`config.mk`:
```
export PLATFORM = sky130hd
export DESIGN_NAME = bitorder_reorder_flat
export DESIGN_NICKNAME = d
export VERILOG_FILES = /design/src/rtl/bitorder_reorder_pkg.sv /design/src/rtl/bitorder_reorder_if.sv /design/src/rtl/bitorder_reorder_dibit_collector.sv /design/src/rtl/bitorder_reorder.sv /design/src/flat_wrapper.sv
export SDC_FILE = /design/constraint.sdc
export NUM_CORES = 1
export LEC_CHECK = 0
export ABC_AREA = 1
export CORE_MARGIN = 1.5
export CORE_UTILIZATION = 58
export CTS_CLUSTER_DIAMETER = 30
export DETAILED_ROUTE_END_ITERATION = 6
export PLACE_DENSITY = 0.78
export SETUP_SLACK_MARGIN = 0.5
export SLEW_MARGIN = 25
export SYNTH_ARGS = -nofsm -noshare
export SYNTH_HDL_FRONTEND = slang
export SYNTH_SLANG_ARGS = --single-unit
```
`constraint.sdc`:
```
create_clock -name clk -period 1.72 [get_ports clk]
set_input_delay 0.516 -clock clk [delete_from_list [all_inputs] [get_ports clk]]
set_output_delay 0.516 -clock clk [all_outputs]
set_load 0.01 [all_outputs]
```
`src/rtl/bitorder_reorder_pkg.sv`:
```
// ---------------------------------------------------------------------------
// bitorder_pkg
// Shared types and constants for the dibit-order corrector.
//   dibit_t          : one 2-bit RMII-style receive symbol
//   DIBITS_PER_BYTE  : dibits that make up one byte (4)
//   byte_buf_t       : one byte as 4 dibits, index 0 = first received (LS)
//   LAST_SLOT        : input counter value of the byte-completing dibit
// ---------------------------------------------------------------------------
package bitorder_pkg;

  localparam int DIBIT_W         = 2;
  localparam int DIBITS_PER_BYTE = 4;

  typedef logic [DIBIT_W-1:0] dibit_t;
  typedef dibit_t [DIBITS_PER_BYTE-1:0] byte_buf_t;

  localparam logic [1:0] LAST_SLOT = 2'(DIBITS_PER_BYTE - 1);

endpackage

```
`src/rtl/bitorder_reorder_if.sv`:
```
// ---------------------------------------------------------------------------
// bitorder_reorder_if
// Dibit stream bus into and out of the dibit-order corrector.
//   axiiv / axiid : input valid / input dibit (LS dibit of each byte first)
//   axiov / axiod : output valid / output dibit (MS dibit of each byte first)
// Modports:
//   master : the side that drives the input stream and observes the output
//   slave  : the corrector itself
// ---------------------------------------------------------------------------
interface bitorder_reorder_if;
  import bitorder_pkg::*;

  logic   axiiv;
  dibit_t axiid;
  logic   axiov;
  dibit_t axiod;

  modport master (output axiiv, output axiid, input axiov, input axiod);
  modport slave  (input axiiv, input axiid, output axiov, output axiod);

endinterface

```
`src/rtl/bitorder_reorder_dibit_collector.sv`:
```
// ---------------------------------------------------------------------------
// dibit_collector
// Gathers incoming dibits into a byte. Slots 0..2 are registered; the 4th
// dibit is passed straight through so the completed byte is available in the
// same cycle it is sampled (byte_done strobe).
// Ports:
//   clk, rst   : clock, asynchronous active-low reset
//   valid      : input valid; low for any cycle ends the frame
//   dibit      : input dibit
//   byte_done  : high in the cycle the 4th dibit of a byte is present
//   byte_data  : collected byte, [0] = first dibit, [3] = incoming dibit
//   discard    : (BITORDER_PARTIAL_FLAG_EN only) high while a partial byte
//                is being dropped because valid fell
// ---------------------------------------------------------------------------
module dibit_collector
  import bitorder_pkg::*;
(
  input  logic      clk,
  input  logic      rst,
  input  logic      valid,
  input  dibit_t    dibit,
  output logic      byte_done,
  output byte_buf_t byte_data
`ifdef BITORDER_PARTIAL_FLAG_EN
  ,
  output logic      discard
`endif
);

  logic [1:0] icnt_reg;
  dibit_t     slot_reg [0:DIBITS_PER_BYTE-2];

  // Counter wraps 3->0 naturally; a gap in valid restarts collection.
  always_ff @(posedge clk or negedge rst) begin
    if (!rst) begin
      icnt_reg <= 2'd0;
    end else if (valid) begin
      icnt_reg <= icnt_reg + 2'd1;
    end else begin
      icnt_reg <= 2'd0;
    end
  end

  genvar gi;
  generate
    for (gi = 0; gi < DIBITS_PER_BYTE - 1; gi++) begin : g_slot
      always_ff @(posedge clk or negedge rst) begin
        if (!rst) begin
          slot_reg[gi] <= '0;
        end else if (valid && (icnt_reg == 2'(gi))) begin
          slot_reg[gi] <= dibit;
        end
      end
      assign byte_data[gi] = slot_reg[gi];
    end
  endgenerate

  assign byte_data[DIBITS_PER_BYTE-1] = dibit;
  assign byte_done = valid && (icnt_reg == LAST_SLOT);

`ifdef BITORDER_PARTIAL_FLAG_EN
  assign discard = !valid && (icnt_reg != 2'd0);
`endif

endmodule

```
`src/rtl/bitorder_reorder.sv`:
```
// ---------------------------------------------------------------------------
// bitorder_reorder
// Dibit-order corrector: bytes arrive LS dibit first and leave MS dibit
// first, four consecutive output cycles per byte, no throughput loss.
// The collector holds the input buffer; this level holds the output buffer,
// the drain counter and the output registers (double buffering, so the next
// byte can be collected while the current one drains).
// Ports:
//   clk      : clock, rising edge
//   rst      : asynchronous active-low reset
//   bus      : bitorder_reorder_if.slave (axiiv/axiid in, axiov/axiod out)
//   partial  : only with BITORDER_PARTIAL_FLAG_EN defined; one-cycle pulse
//              when a partial byte is discarded at the end of a frame
// Optional feature macro: BITORDER_PARTIAL_FLAG_EN
// ---------------------------------------------------------------------------
module bitorder_reorder
  import bitorder_pkg::*;
(
  input  logic                 clk,
  input  logic                 rst,
  bitorder_reorder_if.slave    bus
`ifdef BITORDER_PARTIAL_FLAG_EN
  ,
  output logic                 partial
`endif
);

  logic      byte_done;
  byte_buf_t byte_data;

  dibit_t     out_buf_reg [0:DIBITS_PER_BYTE-2];
  logic [1:0] drain_reg;      // dibits still to emit after the current one
  logic       axiov_reg;
  dibit_t     axiod_reg;
  dibit_t     drain_dibit;

`ifdef BITORDER_PARTIAL_FLAG_EN
  logic discard;
  logic partial_reg;
`endif

  dibit_collector u_collector (
    .clk       (clk),
    .rst       (rst),
    .valid     (bus.axiiv),
    .dibit     (bus.axiid),
    .byte_done (byte_done),
    .byte_data (byte_data)
`ifdef BITORDER_PARTIAL_FLAG_EN
    ,
    .discard   (discard)
`endif
  );

  // Only slots 0..2 need holding: slot 3 goes straight to the output.
  genvar gi;
  generate
    for (gi = 0; gi < DIBITS_PER_BYTE - 1; gi++) begin : g_out_buf
      always_ff @(posedge clk or negedge rst) begin
        if (!rst) begin
          out_buf_reg[gi] <= '0;
        end else if (byte_done) begin
          out_buf_reg[gi] <= byte_data[gi];
        end
      end
    end
  endgenerate

  // drain_reg counts down 3,2,1 selecting slots 2,1,0.
  always_comb begin
    drain_dibit = '0;
    case (drain_reg)
      2'd3:    drain_dibit = out_buf_reg[2];
      2'd2:    drain_dibit = out_buf_reg[1];
      2'd1:    drain_dibit = out_buf_reg[0];
      default: drain_dibit = '0;
    endcase
  end

  // A new byte completes no earlier than the cycle after the previous drain
  // finishes, so byte_done never interrupts a drain with legal input.
  always_ff @(posedge clk or negedge rst) begin
    if (!rst) begin
      axiov_reg <= 1'b0;
      axiod_reg <= '0;
      drain_reg <= 2'd0;
    end else if (byte_done) begin
      axiov_reg <= 1'b1;
      axiod_reg <= byte_data[DIBITS_PER_BYTE-1];
      drain_reg <= LAST_SLOT;
    end else if (drain_reg != 2'd0) begin
      axiov_reg <= 1'b1;
      axiod_reg <= drain_dibit;
      drain_reg <= drain_reg - 2'd1;
    end else begin
      axiov_reg <= 1'b0;
      axiod_reg <= '0;
    end
  end

  assign bus.axiov = axiov_reg;
  assign bus.axiod = axiod_reg;

`ifdef BITORDER_PARTIAL_FLAG_EN
  always_ff @(posedge clk or negedge rst) begin
    if (!rst) begin
      partial_reg <= 1'b0;
    end else begin
      partial_reg <= discard;
    end
  end

  assign partial = partial_reg;
`endif

endmodule

```
`src/flat_wrapper.sv`:
```
// flat-port wrapper written by rule: the top's interface ports become plain ports
module bitorder_reorder_flat import bitorder_pkg::*;
  (clk, rst, bus_axiiv, bus_axiid, bus_axiov, bus_axiod);
  bitorder_reorder_if bus_i ();
  input  logic clk;
  input  logic rst;
  input wire logic [$bits(bus_i.axiiv)-1:0] bus_axiiv;
  input wire logic [$bits(bus_i.axiid)-1:0] bus_axiid;
  output wire logic [$bits(bus_i.axiov)-1:0] bus_axiov;
  output wire logic [$bits(bus_i.axiod)-1:0] bus_axiod;
  assign bus_i.axiiv = bus_axiiv;
  assign bus_i.axiid = bus_axiid;
  assign bus_axiov = bus_i.axiov;
  assign bus_axiod = bus_i.axiod;
  bitorder_reorder u_core (.clk(clk), .rst(rst), .bus(bus_i));
endmodule
```
==> qor.yml, run 1 <==
yosys:
  synth_top_cell_area_share_pct: 53.3
  syn-cell-area_um2: 892
  synth_cells: 97
  yosys.area.top_type: "dfrtp_1"
  syn-mean-instance-area_um2: 9.20
  synth_seq_cells: 19
  synth_cell_type_count: 12
  syn_nets: 111
  yosysWarnings: 0
  yosys-top-cells-area: "dfrtp_1 (53%), nand2_1 (19%), ha_1 (13%)"
  ys_seq_area_share_pct: 53.3
timing:
  hold_viol: 0
  fin_crit_sh_pct: 77.1
  rsz0062_at_grt: "true"
  drv_slew: 0
  setup_violations: 0
  fin_tns_setup_ns: 0
  tightest_slew_ns: 0.243
  fmax_mhz: 754
  fin_crit_ns: 1.33
  slew_headroom_pct: 83.8
  hold-worst-slack_ns: 0.475
  finClkSkew_ns: 0.00378
finish:
  final_cells: 127
  regArea_um2: 475
  area_delta_synth_final_pct: 14.9
  layout_common_cells: "nand2_1 (45), dfrtp_1 (19), ha_1 (8), inv_1 (7), buf_4 (4)"
  multi_input_area_um2: 377
  drive_gt1_share_pct: 17.9
  fin_nets: 127
  finish.utilization_pct: 75.0
  n_antenna_cell: 0
  final_common_cell: "nand2_1"
  nFillCells: 111
clock_tree:
  cts.htree.levels: 1
  hold_buffers: 0
  cts_buffer_depth: 2
  cts_tree: "yes"
  clkLatencyLatePin_ns: 0.30
  clock-sinks: 19
  root_buffer: "clkbuf_4"
  path_clk_slew_ns: 0.10
  cts_buffers: 3
route:
  via_per_inst: 5.09
  drc_errors: 0
  vias: 646
  ant_nets: 0
  drt-total-wl_mm: 1.49
  wl_per_cell_um: 11.7
  initialDrtViolationCount: 10
  dr.pass1.iters: 4
power:
  cellLeakagePower_nw: 0.576
  finalPower_mw: 1.39
  power_density_nw_per_um2: 1350
  ir_drop_mv: 0.771
global_routing:
  antenna_found_initial: 0
  grt_max_degree: 20
  grt_pass1_wl_mm: 2.74
  grt_overflow: 0
  grt_pass1_vias: 643
  track_usage_pct: 20.9
worst_setup_path:
  startpoint_type: "flop"
  crit_family: "flip-flops"
  cp_data_arrival_time_ns: 0.81
  path_max_fanout: 1
  critPathKind: "reg2out"
  ff2ff_setup_slack_ns: 0.56
  critical_path.max_stage_delay_ns: 0.38
  critPathBufInv: 1
  crit_chain: "buf_2"
  cp-end-kind: "output pin"
  required_ns: 1.20
  crit_slowest_cell: "dfrtp_1"
placement:
  portBuffers: 7
  dpl.cell_count: 120
  place.gp.congestion: 0.752
  hpwlAfterDp_mm: 1.13
outcome:
  status: "complete, no violations"
hold_path:
  hold_class: "reg2reg"
die:
  num_rows: 13
  die_y_um: 42.2
  start_util_pct: 65.3
  core_um2: 1370
  die-area_um2: 1780
  die-width_um: 42.2
  ioPinCount: 8
job:
  drv_cap: 0
==> power by group <==
group	internal, mW	switching (mW)	leakage, nW
registers	0.588	0.0778	0.240
logic	0.214	0.284	0.318
clock network	0.0867	0.136	0.0177
total	0.889	0.497	0.576
==> cells by family (layout without fill, tap and decap cells) <==
family          Yosys count  count (layout)  share of synthesized area (%)
compound gates            7               7                           4.35
buf+inv                  10              25                           4.77
flops                    19              19                           53.3
simple gates             52              52                           25.0
fa+ha+maj                 9               9                           12.6
==> metal layers <==
layer,GRT usage (%),wire [um]
met5,0,0
met4,11.3,36
met3,3.02,54
met2,33.5,764
met1,27.0,629
==> cell usage after synthesis <==
master	n
ha_1	9
o21ai_1	3
nand3_1	2
nor2_2	1
dfrtp_1	19
nand2_4	3
nand2_1	45
o21ai_0	3
nor2_1	1
clkinv_4	1
inv_1	9
o21ai_2	1
==> what timing repair did <==
item,in CTS,in global routing
hold endpoints to repair,0,0
endpoints found under the setup margin,19,9
setup buffers,1,2
resized for setup,14,2
==> metrics by stage <==
| stage | worst slack (ns) | cell area (um^2) |
|---|---|---|
| floorplan | 0.633 | 892 |
| global placement | 0.120 | 988 |
| detailed placement | 0.0698 | 988 |
| CTS | 0.387 | 1010 |
| global route | 0.363 | 1020 |
| finish | 0.394 | 1020 |
==> final timing paths <==
kind / startpoint / cells after the start / endpoint
max in group asynchronous: rst / 2 / u_core.u_collector.icnt_reg[1]
min reg2reg: u_core.u_collector.byte_data[2] / 2 / u_core.out_buf_reg[2]
min in group asynchronous: rst / 2 / u_core.bus.axiod[0]
max reg2reg: u_core.u_collector.icnt_reg[0] / 6 / u_core.bus.axiod[0]
max: u_core.bus.axiod[1] / 1 / bus_axiod[1]
min: u_core.u_collector.byte_data[2] / 2 / u_core.out_buf_reg[2]
==> cell type report <==
type	count	share of cell area, %
multi-input cells	68	36.8
clock buffers	3	2.20
inverters	10	4.15
clock inverters	1	0.488
flip-flops and latches	19	46.4
repair buffers	11	8.18
well taps	15	1.83
Note: power is estimated with default switching activity, not from simulation.
==> run 2: changes to the inputs <==
Settings changed: CORE_UTILIZATION 58 to 54, PLACE_DENSITY 0.78 to 0.73.
Clock period 1.72 ns to 1.4 ns, I/O delays scaled along.
==> run 2 against run 1 <==
Worst setup slack got worse by 0.21 ns; combinational power increased by 71%; clock skew increased by 0.0028 ns; critical path depth unchanged; largest power group unchanged; non-clock buffer count increased by 3; clock power increased by 24%; power increased by 45%.
==> qor.yml, run 2 (synthesized netlist as in run 1, its figures left out) <==
clock_tree:
  cts_buffer_depth: 2  # unchanged
  path_clk_slew_ns: 0.11  # about the same
  cts.htree.levels: 1  # unchanged
  root_buffer: "clkbuf_4"
  cts_buffers: 3  # unchanged
  hold_buffers: 0  # unchanged
  clock-sinks: 19  # unchanged
  cts_tree: "yes"
  clkLatencyLatePin_ns: 0.29  # about the same
placement:
  hpwlAfterDp_mm: 1.20  # +5.8%
  place.gp.congestion: 0.703  # -6.5%
  dpl.cell_count: 122  # +1.7%
  portBuffers: 7  # unchanged
timing:
  drv_slew: 0  # unchanged
  hold-worst-slack_ns: 0.450  # -0.0242 ns
  fin_crit_sh_pct: 86.9
  fin_crit_ns: 1.22
  finClkSkew_ns: 0.00657  # +0.00280 ns
  slew_headroom_pct: 76.7  # -7.1 points
  fmax_mhz: 822
  setup_violations: 0  # unchanged
  fin_tns_setup_ns: 0  # unchanged
  tightest_slew_ns: 0.350  # +0.107 ns
  rsz0062_at_grt: "true"
  hold_viol: 0  # unchanged
global_routing:
  grt_overflow: 0  # unchanged
  grt_pass1_wl_mm: 3.21  # +17%
  track_usage_pct: 23.6  # +2.8 points
  grt_pass1_vias: 736  # +14%
  grt_max_degree: 20  # unchanged
  antenna_found_initial: 0  # unchanged
  grtUsageMet2_pct: 42.6  # +9.1 points
  grt-busiest-layer: "met2"
  use_met1_pct: 27.0  # about the same
  grtUsageMet3_pct: 5.00  # +2.0 points
finish:
  layout_common_cells: "nand2_1 (21), dfrtp_1 (16), nand2_2 (15), nand2_4 (11), ha_4 (5)"
  drive_gt1_share_pct: 53.4  # +36 points
  n_antenna_cell: 0  # unchanged
  area_delta_synth_final_pct: 44.6
  fin_nets: 131  # +3.1%
  final_common_cell: "nand2_1"
  final_cells: 132  # +3.9%
worst_setup_path:
  ff2ff_setup_slack_ns: 0.25  # -0.31 ns
  cp_data_arrival_time_ns: 0.80  # about the same
  startpoint_type: "flop"
  rr_worst_depth: 5  # -1
  crit_chain: "buf_2"
  r2r_end: "u_core.bus.axiod[1]"
  critical_path.max_stage_delay_ns: 0.38  # about the same
  crit_family: "flip-flops"
  path_max_fanout: 1  # unchanged
  critPathKind: "reg2out"
  crit_slowest_cell: "dfrtp_1"
  critPathBufInv: 1  # unchanged
  r2r-start: "u_core.u_collector.icnt_reg[0]"
  cp-end-kind: "output pin"
  required_ns: 0.98  # -0.22 ns
power:
  p_clk_share_pct: 13.7  # -2.3 points
  power_density_nw_per_um2: 1560  # +15%
  combPwrFrac_pct: 42.5  # +6.6 points
  ir_drop_mv: 1.25  # +62%
  cellLeakagePower_nw: 0.681  # +18%
  swShare_pct: 38.9  # +3.0 points
  seq_power_share_pct: 43.8  # -4.2 points
  p_switching_uw: 781  # +57%
  p_int_mw: 1.23  # +38%
route:
  ant_nets: 0  # unchanged
  drt-total-wl_mm: 2.06  # +39%
  initialDrtViolationCount: 16  # +6
  wl_per_cell_um: 15.6  # +33%
  vias: 697  # +7.9%
  via_per_inst: 5.28  # +3.8%
  dr.pass1.iters: 4  # unchanged
  drc_errors: 0  # unchanged
job:
  drv_cap: 0  # unchanged
die:
  core_um2: 1520  # +12%
  num_rows: 14  # +1
  die-width_um: 43.6  # +3.4%
  die_y_um: 43.6  # +3.4%
  die-area_um2: 1900  # +6.9%
  start_util_pct: 58.5  # -6.8 points
  ioPinCount: 8  # unchanged
outcome:
  status: "complete, no violations"
hold_path:
  hold_class: "in2async"
[run 2: changes by cell type in the layout (fill, tap and decap cells not counted), sizes merged]
cell	previous run	this run
dlygate4sd2	1	0
nand2	48	49
clkinv	2	1
buf	7	10
clkbuf	3	4
clkdlybuf4s15	0	1
[run 2: area by class of cell]
type	instances	area (um^2)
fill	78	234
timing repair buffer	14	120
clock buffer	4	26.3
tap	16	20.0
inverter	10	55.1
multi-input combinational	69	589
sequential	19	479
[run 2: how the worst max path moves through the flow]
| stage | startpoint | to | slack [ns] | cells after the start |
|---|---|---|---|---|
| detailed placement | bus_axiiv | u_core.bus.axiod[1] | -0.17 | 6 |
| finish | u_core.bus.axiov | bus_axiov | 0.18 | 1 |
| global route | u_core.bus.axiov | bus_axiov | 0.14 | 1 |
| global placement | bus_axiiv | u_core.bus.axiod[1] | -0.12 | 6 |
| CTS | u_core.bus.axiod[1] | bus_axiod[1] | 0.18 | 1 |
| floorplan | u_core.u_collector.icnt_reg[0] | u_core.bus.axiod[0] | 0.39 | 5 |
[run 2: layer usage]
metal | vias to the layer above | wire (um)
met5 | - | 0
met4 | 0 | 12
met3 | 2 | 122
met2 | 26 | 1080
met1 | 334 | 840
li1 | 335 | -
[run 2: power groups by stage]
stage          sequential [mW]  combinational, mW  clock, mW
3_5_place_dp             0.845              0.655          0
6_report                 0.881              0.854      0.276
2_1_floorplan            0.832              0.451          0
5_1_grt                  0.898              0.940      0.303
3_3_place_gp             0.838              0.626          0
4_1_cts                  0.847              0.738      0.278
[run 2: what timing repair did]
action | CTS | global route
gates cloned | 1 | 0
resized for setup | 47 | 26
pin swaps | 4 | 8
hold endpoints to repair | 0 | 0
buffers inserted | 5 | 0
setup endpoints to repair | 22 | 21
[run 2: per-stage QoR]
stage	worst slack [ns]	cell area (um^2)	power [mW]	util, %
4_1_cts	0.179	1200	1.86	78.6
6_report	0.183	1290	2.01	84.6
5_1_grt	0.142	1290	2.14	84.6
3_5_place_dp	-0.169	1030	1.50	67.4
3_3_place_gp	-0.121	1030	1.46	67.4
2_1_floorplan	0.386	922	1.28	-
==> run 3: changes to the inputs <==
--- a/config.mk
+++ b/config.mk
@@ -7,4 +7,3 @@
 export LEC_CHECK = 0
-export ABC_AREA = 1
-export CORE_MARGIN = 1.5
+export CORE_MARGIN = 8
 export CORE_UTILIZATION = 54
@@ -12,3 +11,3 @@
 export DETAILED_ROUTE_END_ITERATION = 6
-export PLACE_DENSITY = 0.73
+export PLACE_DENSITY = 0.74
 export SETUP_SLACK_MARGIN = 0.5
--- a/constraint.sdc
+++ b/constraint.sdc
@@ -3,2 +3,2 @@
 set_output_delay 0.42 -clock clk [all_outputs]
-set_load 0.01 [all_outputs]
+set_load 0.005 [all_outputs]
==> run 3 against run 2 <==
Register-to-register slack got worse by 0.11 ns; hold slack lost 0.018 ns; synthesized cell count shrank 35%; sequential cell count unchanged; core utilization decreased by 6.2 points; sequential share of layout area rose by 3.4 points; wire length fell by 15%; synthesized area is 3.5% lower; largest cell class unchanged; largest power group unchanged; highest routed layer unchanged.
==> qor.yml, run 3 <==
outcome:
  status: "complete, no violations"
power:
  power_density_nw_per_um2: 1610  # +3.1%
  cellLeakagePower_nw: 0.573  # -16%
  p_clk_share_pct: 14.7  # +1.0 points
  combPwrFrac_pct: 37.2  # -5.3 points
  ir_drop_mv: 0.977  # -22%
  seq_power_share_pct: 48.1  # +4.3 points
  p_switching_uw: 621  # -21%
  swShare_pct: 32.7  # -6.2 points
  p_int_mw: 1.28  # +4.1%
global_routing:
  grt_overflow: 0  # unchanged
  grt_max_degree: 20  # unchanged
  track_usage_pct: 11.6  # -12 points
  grt_pass1_vias: 562  # -24%
  antenna_found_initial: 0  # unchanged
  grt_pass1_wl_mm: 2.83  # -12%
worst_setup_path:
  startpoint_type: "flop"
  required_ns: 1.59  # +0.61 ns
  path_max_fanout: 4  # +3
  crit_slowest_cell: "dfrtp_1"
  cp-end-kind: "flop"
  crit_family: "compound AO/OA/AOI/OAI gates"
  critPathKind: "reg2reg"
  critical_path.max_stage_delay_ns: 0.44  # +0.06 ns
  ff2ff_setup_slack_ns: 0.14  # -0.11 ns
  cp_data_arrival_time_ns: 1.46  # +0.66 ns
  crit_chain: "inv_2 > ha_4 > a222oi_1 > o21ai_1"
  critPathBufInv: 1  # unchanged
placement:
  place.gp.congestion: 0.686  # -2.4%
  placed_cell_area_um2: 1070  # +4.0%
  portBuffers: 7  # unchanged
  hpwlAfterDp_mm: 1.14  # -4.9%
timing:
  tightest_slew_ns: 0.359  # +0.00898 ns
  drv_slew: 0  # unchanged
  setup_violations: 0  # unchanged
  hold_viol: 0  # unchanged
  fin_crit_ns: 1.26  # +0.0478 ns
  fin_tns_setup_ns: 0  # unchanged
  fin_crit_sh_pct: 90.3  # +3.4 points
  hold-worst-slack_ns: 0.432  # -0.0181 ns
  rsz0062_at_grt: "true"
  fmax_mhz: 791  # -3.8%
  finClkSkew_ns: 0.00731  # +0.000735 ns
  slew_headroom_pct: 76.1  # -0.60 points
die:
  ioPinCount: 8  # unchanged
  start_util_pct: 57.1  # -1.4 points
  core_um2: 1510  # -1.1%
  die-width_um: 55.9  # +28%
  die_y_um: 55.9  # +28%
  die-area_um2: 3130  # +64%
  num_rows: 14  # unchanged
finish:
  n_antenna_cell: 0  # unchanged
  fin_nets: 96  # -27%
  layout_common_cells: "dfrtp_1 (16), mux2_4 (12), ha_4 (5), buf_4 (5)"
  finish.utilization_pct: 78.5  # -6.2 points
  area_delta_synth_final_pct: 37.4
  final_common_cell: "dfrtp_1"
  drive_gt1_share_pct: 59.3  # +5.8 points
  final_area_um2: 1180  # -8.3%
yosys:
  synth_edf_count: 0  # unchanged
  syn_nets: 77  # -31%
  syn-cell-area_um2: 861  # -3.5%
  ys_seq_area_share_pct: 55.2  # +1.9 points
  synth_cells: 63  # -35%
  synthArstFlopShare_pct: 100  # unchanged
  synthFlopType: "dfrtp_1"
  synth_cell_type_count: 15  # +3
  yosysWarnings: 0  # unchanged
  yosys.area.top_type: "dfrtp_1"
  synth.most_common_cell: "dfrtp_1"
  yosys-top-cells-area: "dfrtp_1 (55%), mux2_2 (16%), ha_1 (13%)"
  synth_top_cell_area_share_pct: 55.2  # +1.9 points
  synth_seq_cells: 19  # unchanged
  syn-mean-instance-area_um2: 13.7  # +49%
  yosys-top-cells-count: "dfrtp_1 (19), mux2_2 (12), ha_1 (9)"
route:
  via_per_inst: 5.55  # +5.0%
  drc_errors: 0  # unchanged
  wl_per_cell_um: 18.0  # +15%
  dr.pass1.iters: 4  # unchanged
  drt-total-wl_mm: 1.74  # -15%
  vias: 538  # -23%
  ant_nets: 0  # unchanged
  initialDrtViolationCount: 9  # -7
clock_tree:
  cts_buffers: 3  # unchanged
  clkLatencyLatePin_ns: 0.30  # about the same
  cts.htree.levels: 1  # unchanged
  root_buffer: "clkbuf_4"
  cts_tree: "yes"
  hold_buffers: 0  # unchanged
  path_clk_slew_ns: 0.11  # about the same
  clock-sinks: 19  # unchanged
  cts_buffer_depth: 2  # unchanged
job:
  drv_cap: 0  # unchanged
hold_path:
  hold_class: "in2async"
-- run 3: changes by cell type after synthesis, moves of 2 or more --
cell,change
nand2_1,-39
mux2_2,+12
inv_1,-5
o21ai_0,-3
a222oi_1,+2
nand2_4,-2
-- run 3: logic make-up after synthesis --
logic type,synth area share [%]
flops,55.2
mux,15.7
fa+ha+maj,13.1
xor+xnor,1.02
simple gates,6.54
compound gates,5.38
buf+inv,3.05
-- run 3: cell type report --
cell class | instances | area [um^2]
fillers | 92 | 324
clock buffers | 3 | 22.5
well taps | 16 | 20.0
inverters | 4 | 20.0
repair buffers | 15 | 125
flip-flops and latches | 19 | 479
clock inverters | 1 | 5.00
multi-input cells | 39 | 510
-- run 3: worst paths after layout --
path	from	endpoint	cells after the start
max in group asynchronous	rst	u_core.u_collector.icnt_reg[1]	2
worst min register to register	u_core.u_collector.byte_data[0]	u_core.out_buf_reg[4]	1
worst max register to register	u_core.drain_reg[0]	u_core.bus.axiod[1]	4
min in group clk	u_core.u_collector.byte_data[0]	u_core.out_buf_reg[4]	1
worst max-delay path	u_core.drain_reg[0]	u_core.bus.axiod[1]	4
worst min-delay path	rst	u_core.bus.axiod[0]	2
-- run 3: metrics by stage --
step | total power [mW] | setup slack (ns) | std cells
after detailed placement | 1.56 | -0.198 | 89
after CTS | 1.87 | 0.161 | 97
after global placement | 1.53 | -0.179 | 89
final | 1.90 | 0.135 | 97
after floorplan | 1.35 | 0.265 | 63
after global routing | 2.00 | 0.132 | 97
-- run 3: worst register-to-register path: cells and delay by family, from the launching register on --
family          cells  cell delay (ns)
compound gates      2             0.47
fa+ha+maj           1             0.16
buf+inv             1             0.09
flops               1             0.44
-- run 3: routing by layer --
layer  global-route usage [%]  up-vias  routed length [um]
li1                         -      255                   -
met1                     13.8      268                 813
met2                     18.6       11                 865
met3                     3.65        4                  46
met4                     5.15        0                  19
met5                        0        -                   0
-- run 3: timing repair --
item	CTS	global route
gates cloned	0	0
resized for setup	29	2
buffers inserted	4	0
setup endpoints to repair	22	21
pin swaps	8	1
-- run 3: power by group through the flow --
stage / clock [mW] / combinational, mW / sequential [mW]
finish: 0.280 / 0.707 / 0.913
global route: 0.310 / 0.767 / 0.927
CTS: 0.286 / 0.677 / 0.912
detailed placement: 0 / 0.643 / 0.921
global placement: 0 / 0.623 / 0.904
floorplan: 0 / 0.483 / 0.870
